<file path="src/rtl/team_06_echo_buffer_ctrl.sv">
// ---------------------------------------------------------------------------
// team_06_echo_buffer_ctrl
// Sequencer/arbiter for the echo delay-line SRAM. Once per audio sample it
// optionally reads the sample written `offset` samples ago and hands it back
// to the echo effect, then writes the new sample into a circular buffer.
// Idle slots are granted to a host/debug port.
//
// Ports:
//   clk, rst           clock, asynchronous active-low reset
//   sample_strobe      one-cycle pulse per audio sample; search/offset/
//                      save_audio are sampled with it
//   past_output/valid  delayed sample and its one-cycle update pulse
//   busy               high whenever the sequencer is not idle
//   overrun/_clr       sticky dropped-strobe flag and its clear
//   host_*             request/ack host access (req held until ack)
//   mem_*              single-port SRAM interface (read latency MEM_LAT)
//   wr_ptr             current write pointer (debug)
// ---------------------------------------------------------------------------
module team_06_echo_buffer_ctrl #(
  parameter int unsigned ADDR_W  = 13,
  parameter int unsigned DATA_W  = 8,
  parameter int unsigned MEM_LAT = 1
) (
  input  logic              clk,
  input  logic              rst,
  input  logic              sample_strobe,
  input  logic              search,
  input  logic [ADDR_W-1:0] offset,
  input  logic [DATA_W-1:0] save_audio,
  output logic [DATA_W-1:0] past_output,
  output logic              past_valid,
  output logic              busy,
  output logic              overrun,
  input  logic              overrun_clr,
  input  logic              host_req,
  input  logic              host_we,
  input  logic [ADDR_W-1:0] host_addr,
  input  logic [DATA_W-1:0] host_wdata,
  output logic              host_ack,
  output logic [DATA_W-1:0] host_rdata,
  output logic              mem_en,
  output logic              mem_we,
  output logic [ADDR_W-1:0] mem_addr,
  output logic [DATA_W-1:0] mem_wdata,
  input  logic [DATA_W-1:0] mem_rdata,
  output logic [ADDR_W-1:0] wr_ptr
);

  localparam logic [1:0] LAT_LAST = 2'(MEM_LAT - 1);

  typedef enum logic [2:0] {
    IDLE, ECHO_RD, ECHO_WAIT, ECHO_WR, HOST_ACC, HOST_WAIT
  } state_e;

  state_e            state_q;
  logic [ADDR_W-1:0] wr_ptr_q;
  logic [ADDR_W-1:0] fill_q;
  logic              pend_q;
  logic              pend_search_q;
  logic [ADDR_W-1:0] pend_offset_q;
  logic [DATA_W-1:0] pend_audio_q;
  logic [DATA_W-1:0] audio_q;
  logic [1:0]        lat_q;
  logic              host_we_q;
  logic [DATA_W-1:0] past_output_q;
  logic              past_valid_q;
  logic              overrun_q;
  logic              host_ack_q;
  logic [DATA_W-1:0] host_rdata_q;
  logic              mem_en_q;
  logic              mem_we_q;
  logic [ADDR_W-1:0] mem_addr_q;
  logic [DATA_W-1:0] mem_wdata_q;

  // Sample selected for service this cycle: the pending one has priority
  // over a fresh strobe (a fresh strobe alongside a pending one is dropped).
  logic              is_idle;
  logic              svc;
  logic              svc_search;
  logic [ADDR_W-1:0] svc_offset;
  logic [DATA_W-1:0] svc_audio;
  logic              svc_read;
  logic              drop;

  always_comb begin
    is_idle    = (state_q == IDLE);
    svc        = is_idle && (pend_q || sample_strobe);
    svc_search = pend_q ? pend_search_q : search;
    svc_offset = pend_q ? pend_offset_q : offset;
    svc_audio  = pend_q ? pend_audio_q  : save_audio;
    // Only read history that has actually been written since reset.
    svc_read   = svc_search && (svc_offset != '0) && (fill_q >= svc_offset);
    drop       = sample_strobe && pend_q;
  end

  always_ff @(posedge clk or negedge rst) begin
    if (!rst) begin
      state_q       <= IDLE;
      wr_ptr_q      <= '0;
      fill_q        <= '0;
      pend_q        <= 1'b0;
      pend_search_q <= 1'b0;
      pend_offset_q <= '0;
      pend_audio_q  <= '0;
      audio_q       <= '0;
      lat_q         <= '0;
      host_we_q     <= 1'b0;
      past_output_q <= '0;
      past_valid_q  <= 1'b0;
      overrun_q     <= 1'b0;
      host_ack_q    <= 1'b0;
      host_rdata_q  <= '0;
      mem_en_q      <= 1'b0;
      mem_we_q      <= 1'b0;
      mem_addr_q    <= '0;
      mem_wdata_q   <= '0;
    end else begin
      past_valid_q <= 1'b0;
      host_ack_q   <= 1'b0;
      mem_en_q     <= 1'b0;
      mem_we_q     <= 1'b0;
      mem_addr_q   <= '0;
      mem_wdata_q  <= '0;

      // Drop takes precedence over a simultaneous clear.
      if (drop)             overrun_q <= 1'b1;
      else if (overrun_clr) overrun_q <= 1'b0;

      if (is_idle && pend_q) begin
        pend_q <= 1'b0;
      end else if (sample_strobe && !is_idle && !pend_q) begin
        pend_q        <= 1'b1;
        pend_search_q <= search;
        pend_offset_q <= offset;
        pend_audio_q  <= save_audio;
      end

      case (state_q)
        IDLE: begin
          if (svc) begin
            audio_q <= svc_audio;
            if (svc_read) begin
              state_q    <= ECHO_RD;
              mem_en_q   <= 1'b1;
              mem_addr_q <= wr_ptr_q - svc_offset;
            end else begin
              state_q       <= ECHO_WR;
              past_output_q <= '0;
              past_valid_q  <= 1'b1;
              mem_en_q      <= 1'b1;
              mem_we_q      <= 1'b1;
              mem_addr_q    <= wr_ptr_q;
              mem_wdata_q   <= svc_audio;
            end
          end else if (host_req && !host_ack_q) begin
            // host_ack_q guard: the read ack is shown in IDLE while the
            // requester may still hold host_req for that one cycle.
            state_q     <= HOST_ACC;
            host_we_q   <= host_we;
            host_ack_q  <= host_we;
            mem_en_q    <= 1'b1;
            mem_we_q    <= host_we;
            mem_addr_q  <= host_addr;
            mem_wdata_q <= host_we ? host_wdata : '0;
          end
        end
        ECHO_RD: begin
          state_q <= ECHO_WAIT;
          lat_q   <= LAT_LAST;
        end
        ECHO_WAIT: begin
          if (lat_q == '0) begin
            state_q       <= ECHO_WR;
            past_output_q <= mem_rdata;
            past_valid_q  <= 1'b1;
            mem_en_q      <= 1'b1;
            mem_we_q      <= 1'b1;
            mem_addr_q    <= wr_ptr_q;
            mem_wdata_q   <= audio_q;
          end else begin
            lat_q <= lat_q - 2'd1;
          end
        end
        ECHO_WR: begin
          state_q  <= IDLE;
          wr_ptr_q <= wr_ptr_q + ADDR_W'(1);
          if (fill_q != '1) fill_q <= fill_q + ADDR_W'(1);
        end
        HOST_ACC: begin
          if (host_we_q) begin
            state_q <= IDLE;
          end else begin
            state_q <= HOST_WAIT;
            lat_q   <= LAT_LAST;
          end
        end
        HOST_WAIT: begin
          if (lat_q == '0) begin
            state_q      <= IDLE;
            host_rdata_q <= mem_rdata;
            host_ack_q   <= 1'b1;
          end else begin
            lat_q <= lat_q - 2'd1;
          end
        end
        default: state_q <= IDLE;
      endcase
    end
  end

  assign past_output = past_output_q;
  assign past_valid  = past_valid_q;
  assign busy        = (state_q != IDLE);
  assign overrun     = overrun_q;
  assign host_ack    = host_ack_q;
  assign host_rdata  = host_rdata_q;
  assign mem_en      = mem_en_q;
  assign mem_we      = mem_we_q;
  assign mem_addr    = mem_addr_q;
  assign mem_wdata   = mem_wdata_q;
  assign wr_ptr      = wr_ptr_q;

endmodule

</file>
<file path="config.mk">
export PLATFORM = sky130hd
export DESIGN_NAME = team_06_echo_buffer_ctrl
export DESIGN_NICKNAME = d
export VERILOG_FILES = /design/src/rtl/team_06_echo_buffer_ctrl.sv
export SDC_FILE = /design/constraint.sdc
export NUM_CORES = 1
export LEC_CHECK = 0
export CORE_MARGIN = 4
export CORE_UTILIZATION = 30
export CTS_CLUSTER_SIZE = 28
export DETAILED_ROUTE_END_ITERATION = 8
export PLACE_DENSITY = 0.5
export REMOVE_ABC_BUFFERS = 1
export SLEW_MARGIN = 25
export SYNTH_ARGS = -nofsm -noshare
export SYNTH_HDL_FRONTEND = slang
export SYNTH_SLANG_ARGS = --single-unit
</file>
<file path="constraint.sdc">
create_clock -name clk -period 3.6 [get_ports clk]
set_input_delay 0.72 -clock clk [delete_from_list [all_inputs] [get_ports clk]]
set_output_delay 0.72 -clock clk [all_outputs]
set_load 0.05 [all_outputs]
</file>
Word-level counts from Yosys, hierarchy flattened
Cells that the tools add are included.
{"block": "totals", "elab_cells": 112, "regBits": 105, "input_bits": 57}
{"block": "op_classes", "n_reduce_logical": 29, "eq_ne": 13, "magnitude_cmp": 1, "add_sub_neg": 4, "n_bitwise": 2, "mux": 44}
{"op": "$mux W8", "count": 9}
{"op": "$mux W13", "count": 5}
{"op": "$pmux W8 S2", "count": 2}
{"op": "$add A13 B1 Y13 const B", "count": 2}
{"op": "$pmux W13 S2", "count": 1}
{"op": "$mux W3", "count": 5}
{"op": "$pmux W3 S5", "count": 1}
{"op": "$ge A13 B13 Y1", "count": 1}
{"op": "$mux W1", "count": 13}
{"op": "$ne A13 B13 Y1 const B", "count": 1}
{"op": "$reduce_bool A13 Y1", "count": 1}
{"op": "$sub A13 B13 Y13", "count": 1}
{"op": "$ne A2 B2 Y1 const B", "count": 5}
{"op": "$reduce_and A3 Y1", "count": 3}
{"op": "$logic_and A1 B1 Y1", "count": 8}
{"op": "$pmux W1 S2", "count": 4}
{"op": "$reduce_and A2 Y1", "count": 4}
{"op": "$eq A3 B2 Y1 const B", "count": 2}
{"op": "$eq A3 B3 Y1 const B", "count": 2}
{"op": "$mux W2", "count": 3}
{"op": "$pmux W2 S3", "count": 1}
{"op": "$reduce_bool A2 Y1", "count": 3}
{"op": "$reduce_bool A3 Y1", "count": 2}
{"op": "$reduce_and A4 Y1", "count": 1}
{"op": "other kinds (10)", "count": 13}

Logic depth before layout (Yosys ltp)
{"block": "depth", "word_depth": 7, "ltp_mapped": 13, "ltp_nobuf": 11}

Least setup slack after synthesis
No wires, ideal clock.
{"block": "synth_timing", "kind": "register to register", "startpoint": "register pend_q", "endpoint": "register mem_addr_q[12] (netlist: mem_addr[12])", "path_slack_ps": 225, "path_stages_with_launch": 13, "period_less_slack_ps": 3375, "arrival_time_ps": 3271, "required_time_ps": 3496, "cell_sequence": "dfrtp_1 buf_6 buf_2 buf_1 mux2i_1 fa_1 a211oi_1 nor2_1 o41a_1 a211oi_1 nor2_1 a311o_1 o311ai_1"}
{"block": "synth_via", "elab_chain_len": 7, "word_cells_on_any_way": 12}
{"element": "start, declared", "line": "58", "rtl": "logic pend_q;"}
{"element": "start signal, assigned", "line": "101", "rtl": "pend_q <= 1'b0;"}
{"element": "start signal, assigned", "line": "130", "rtl": "pend_q <= 1'b0;"}
{"element": "start signal, assigned", "line": "132", "rtl": "pend_q <= 1'b1;"}
{"element": "branches (longest 5 deep; another with $ge A13 B13 Y1)"}
{"element": "$mux W13 *", "line": "140", "rtl": "if (svc) begin"}
{"element": "$pmux W13 S2 *", "line": "138", "rtl": "case (state_q)"}
{"element": "end signal, assigned", "line": "145", "rtl": "mem_addr_q <= wr_ptr_q - svc_offset;"}
{"element": "end signal, assigned", "line": "152", "rtl": "mem_addr_q <= wr_ptr_q;"}
{"element": "end signal, assigned", "line": "163", "rtl": "mem_addr_q <= host_addr;"}
{"element": "end, declared", "line": "72", "rtl": "logic [ADDR_W-1:0] mem_addr_q;"}
Mark *: on every way between the ends.
A chain may end at the register's enable or synchronous reset.

Final worst setup path
{"block": "layout_timing", "startpoint": "input offset[0]", "endpoint": "register mem_addr_q[12] (netlist: mem_addr[12])"}
{"block": "layout_via", "elab_chain_len": 7, "word_cells_on_any_way": 9}
{"element": "start, declared", "line": "28", "rtl": "input logic [ADDR_W-1:0] offset,"}
{"element": "$mux W13 *", "line": "89", "rtl": "svc_offset = pend_q ? pend_offset_q : offset;"}
{"element": "branches (longest 3 deep; another with $ge A13 B13 Y1)"}
{"element": "$mux W13 *", "line": "142", "rtl": "if (svc_read) begin"}
{"element": "$mux W13 *", "line": "140"}
{"element": "$pmux W13 S2 *", "line": "138"}
Marks and branches as above.

==> results.md <==
- The share of the synthesized area in the top cell type is between 40 and 50%.
- The maximum cell stage delay along the critical path is ~0.48 ns.
- Among all cell types in the netlist, the one instantiated most often is sky130_fd_sc_hd__dfrtp_1.
- STA puts the critical path data arrival time at between 3 and 4 ns.
- The synthesized netlist contains 58 unique library cells.
- The final number of hold-violating endpoints is 0.
- The commonest cells after synthesis are 105 x sky130_fd_sc_hd__dfrtp_1, 52 x sky130_fd_sc_hd__nand2_1, 33 x sky130_fd_sc_hd__mux2_2.
- The power per cell area is approximately 860 nW/um^2.
- 0 antenna diodes ended up in the layout.
- The final critical-path required period is 3.177 ns.
- The number of ports placed on the die boundary is ~110.
- Traced cell by cell, the critical path runs through clkdlybuf4s50_1 > mux2_4 > ha_1 > inv_1 > fa_1 > a211oi_1 > nor2_1 > o41a_1 > a211oi_1 > nor2_1 > a311o_1 > o311ai_1.
- The number of design rule violations left after detail routing is 0.
- The root buffer cell is sky130_fd_sc_hd__clkbuf_16.
- The highest ir drop seen on vdd is 0.4836 mV.
- After layout, the worst path uses about nine tenths of the clock period.
- Counting the buffers created by CTS gives 9.
- The clock latency on the worst-skew pair is about 0.36 ns.
- The async set-reset flop share out of synthesis is 100.0%.
- In this run, post-CTS repair resized a total of 0 instances.
- The HPWL reported at the end of detailed placement is ~11000 microns.
- The critical-path cell with the highest stage delay is sky130_fd_sc_hd__clkdlybuf4s50_1.
- The clock tree from TritonCTS is done.
- Setup repair after global routing left no endpoint under its margin.
- The clock tree buffer depth is 2.
- The die is 143.3 microns tall.
- In this run, placement finished with an instance count of between 800 and 900.
- After clock tree synthesis, the clock-pin slew on the worst setup and hold paths is ~0.080 ns.
- For the final database, setup skew stands at around 0.01 ns.
- The detailed-route vias per instance is about 4.9.
- The count of buffers inserted at the top-level ports is about 110.
- The number of enable-type register cells in the synthesized netlist is 0.
- The biggest area consumer among synthesized cells is sky130_fd_sc_hd__dfrtp_1.
- The cell area after technology mapping is approximately 5500 sq um.
- The detail route stage leaves a number of antenna-violating nets equal to 0.
- The run finished with clean final reports.
- The worst hold slack is approximately 0.14 ns.
- CTS saw 105 sinks.
- Entering global routing, the biggest net connects between 100 and 150 pins.
- The category of the most critical setup path is in2reg.
- Wires add up to between 15000 and 20000 microns.
- The total setup buffers inserted after CTS is 0.
- Setup total negative slack on the finished layout was measured at 0 ns.
- The first global-routing pass estimated around 24000 microns of wire.
- The floorplan step defined a die boundary enclosing approximately 21000 sq um.
- The final non-filler cell total is between 800 and 900.
- Summing over every cut layer, the via total after detailed routing is about 4.3k.
- Across the run, the number of max-cap violations was 0.
- For the pin with the worst max-slew slack, the measured transition is around 0.67 ns.
- The tightest min-delay check is of the in2async type.
- A synthesized cell averages roughly 11 sq um.
- In this run the standard cell core region covers between 15000 and 20000 sq um.
- The final-report max-slew violation count is 0.
- Total power for the finished layout comes to 6.260 mW.
- In the global route stage, overall resource usage came out at 15.05%.
- The fmax is about 310 MHz.
- Counting the fill cells in the layout gives approximately 1.7k.
- The final global-route overflow total is 0.
- In this run the worst path has a maximum fanout of 3.
- The required arrival time at the worst endpoint is 3.86 ns.
- For this design, the CTS-stage hold fixing added 0 buffers.
- The count of yosys warnings during synthesis is 0.
- In this design, the largest share of critical-path delay is due to compound AO/OA/AOI/OAI gates.
- The startpoint kind of the worst setup timing path is a primary input.
- In the final layout, the share of cells above drive strength 1 is a little over an eighth.
- Measured along the x axis, the die boundary spans 143.3 microns.
- The number of antenna violations at the first check in global routing came to 0.
- For this run, the leading register cell type out of synthesis is sky130_fd_sc_hd__dfrtp_1.
- For this run, the register share of the synthesized area comes to approximately 48%.
- The initial core utilization is 30.58%.
- STA classifies the critical path endpoint as a register.
- The last weighted congestion value of the routability-driven placer is 0.8001.
- The number of buffers and inverters on the critical path is 2.
- The number of placement rows is approximately 50.
- After the first detailed-routing iteration, the DRC count stood at between 150 and 200.
- Setup violations remaining at the end of the flow were counted as 0.
- The area growth from synthesis to final layout is 32.75%.
- For this run, the detailed router's first-pass iteration total came to 4.
- By area the synthesized netlist is led by sky130_fd_sc_hd__dfrtp_1 48%, sky130_fd_sc_hd__mux2_2 6.8%, sky130_fd_sc_hd__ha_1 6.4%.
- The number of flip-flops and latches in the synthesized netlist is about 110.
- CTS built an H-tree with a depth of 3.
- The number of global-route vias before repair is about 4.5k.
- The worst relative slew slack is a little under three fifths.
- The average routed wire per standard cell is between 15 and 20 microns.
- The synthesized instance count is 509.
- The leakage power summed over all cells is ~3.2 nW.
- For this run, the post-layout net count is between 700 and 800.
routing by layer:
metal  track usage, %  wire length, microns  up-vias
li1                 -                     -     2088
met5                0                     0        -
met2            24.60                  6997      102
met4            5.748                   345        0
met1            20.26                  7012     2065
met3            2.296                   657       18
cells by family (layout without fill, tap and decap cells):
kind of cell	after synthesis	in the layout	share of synthesized area, %
xor gates and xnor gates	33	33	5.261
muxes	55	55	10.93
AOI/OAI and AO/OA	107	107	12.96
DFF	105	105	47.83
adders and majority gates	29	29	6.741
and+or+nand+nor	150	150	13.69
buffers and inverters	30	160	2.596
through the flow:
stage | setup WS [ns] | utilization (%) | area [sq um]
floorplan | 0.1765 | - | 5396
global placement | 0.06974 | 38.87 | 6982
detailed placement | 0.05505 | 38.87 | 6982
CTS | 0.4361 | 40.60 | 7293
global route | 0.2428 | 40.60 | 7293
finish | 0.4227 | 40.60 | 7293
power breakdown:
group          leakage, nW  total (mW)  switching (mW)  internal [mW]
clock                0.150        1.04           0.484          0.555
sequential            1.33        1.88           0.300           1.58
combinational         1.75        3.34            1.97           1.37
total                 3.23        6.26            2.75           3.51
cell usage in the layout, fill, tap and decap left out, types with 3 or more instances in the layout:
cell type / netlist / routed
sky130_fd_sc_hd__dfrtp_1: 105 / 105
sky130_fd_sc_hd__a21oi_1: 19 / 19
sky130_fd_sc_hd__ha_1: 28 / 28
sky130_fd_sc_hd__and4_1: 4 / 4
sky130_fd_sc_hd__clkbuf_16: 0 / 9
sky130_fd_sc_hd__or3_1: 3 / 3
sky130_fd_sc_hd__a22oi_1: 13 / 13
sky130_fd_sc_hd__o31ai_1: 3 / 3
sky130_fd_sc_hd__xnor2_1: 22 / 22
sky130_fd_sc_hd__and3_1: 8 / 8
sky130_fd_sc_hd__nand4_1: 9 / 9
sky130_fd_sc_hd__clkdlybuf4s50_1: 0 / 111
sky130_fd_sc_hd__o21ai_1: 13 / 13
sky130_fd_sc_hd__xor2_1: 11 / 11
sky130_fd_sc_hd__o211ai_1: 4 / 4
sky130_fd_sc_hd__nor3_1: 5 / 5
sky130_fd_sc_hd__mux2i_1: 20 / 20
sky130_fd_sc_hd__nand2b_1: 4 / 4
sky130_fd_sc_hd__mux2_2: 33 / 33
sky130_fd_sc_hd__o21ai_0: 25 / 25
sky130_fd_sc_hd__inv_1: 12 / 12
sky130_fd_sc_hd__buf_4: 2 / 19
sky130_fd_sc_hd__a21o_1: 5 / 5
sky130_fd_sc_hd__nand3_1: 27 / 27
sky130_fd_sc_hd__nor2_1: 23 / 23
sky130_fd_sc_hd__nand2_1: 52 / 52
sky130_fd_sc_hd__a211oi_1: 6 / 6
sky130_fd_sc_hd__or2_2: 4 / 4
area by class of cell:
cell class / instances / area, sq um / area share, %
Timing Repair Buffer: 132 / 1294 / 17.74
Clock buffer: 9 / 225.2 / 3.088
Sequential cell: 105 / 2628 / 36.03
Tap cell: 229 / 286.5 / 3.929
Inverter: 12 / 45.04 / 0.6176
Clock inverter: 7 / 86.33 / 1.184
Multi-Input combinational cell: 374 / 2729 / 37.42
final timing paths:
kind	start	endpoint	slack [ns]	depth (start not counted)
worst max-delay path	offset[0]	mem_addr[12]	0.42	12
worst min-delay path	rst	mem_wdata[4]	0.14	1
worst max register to register	pend_q	mem_addr[7]	0.60	12
worst min register to register	audio_q[7]	audio_q[7]	0.49	2
max in group asynchronous	rst	mem_addr[0]	2.71	2
min in group clk	audio_q[7]	audio_q[7]	0.49	2
sequential cells by signal, indices dropped and copies added, names as in the netlist, 2 cells and up:
name / count
audio_q: 8
fill_q: 13
host_rdata: 8
lat_q: 2
mem_addr: 13
mem_wdata: 8
past_output: 8
pend_audio_q: 8
pend_offset_q: 13
state_q: 3
wr_ptr: 13
Note: power is estimated with default switching activity, not from simulation.
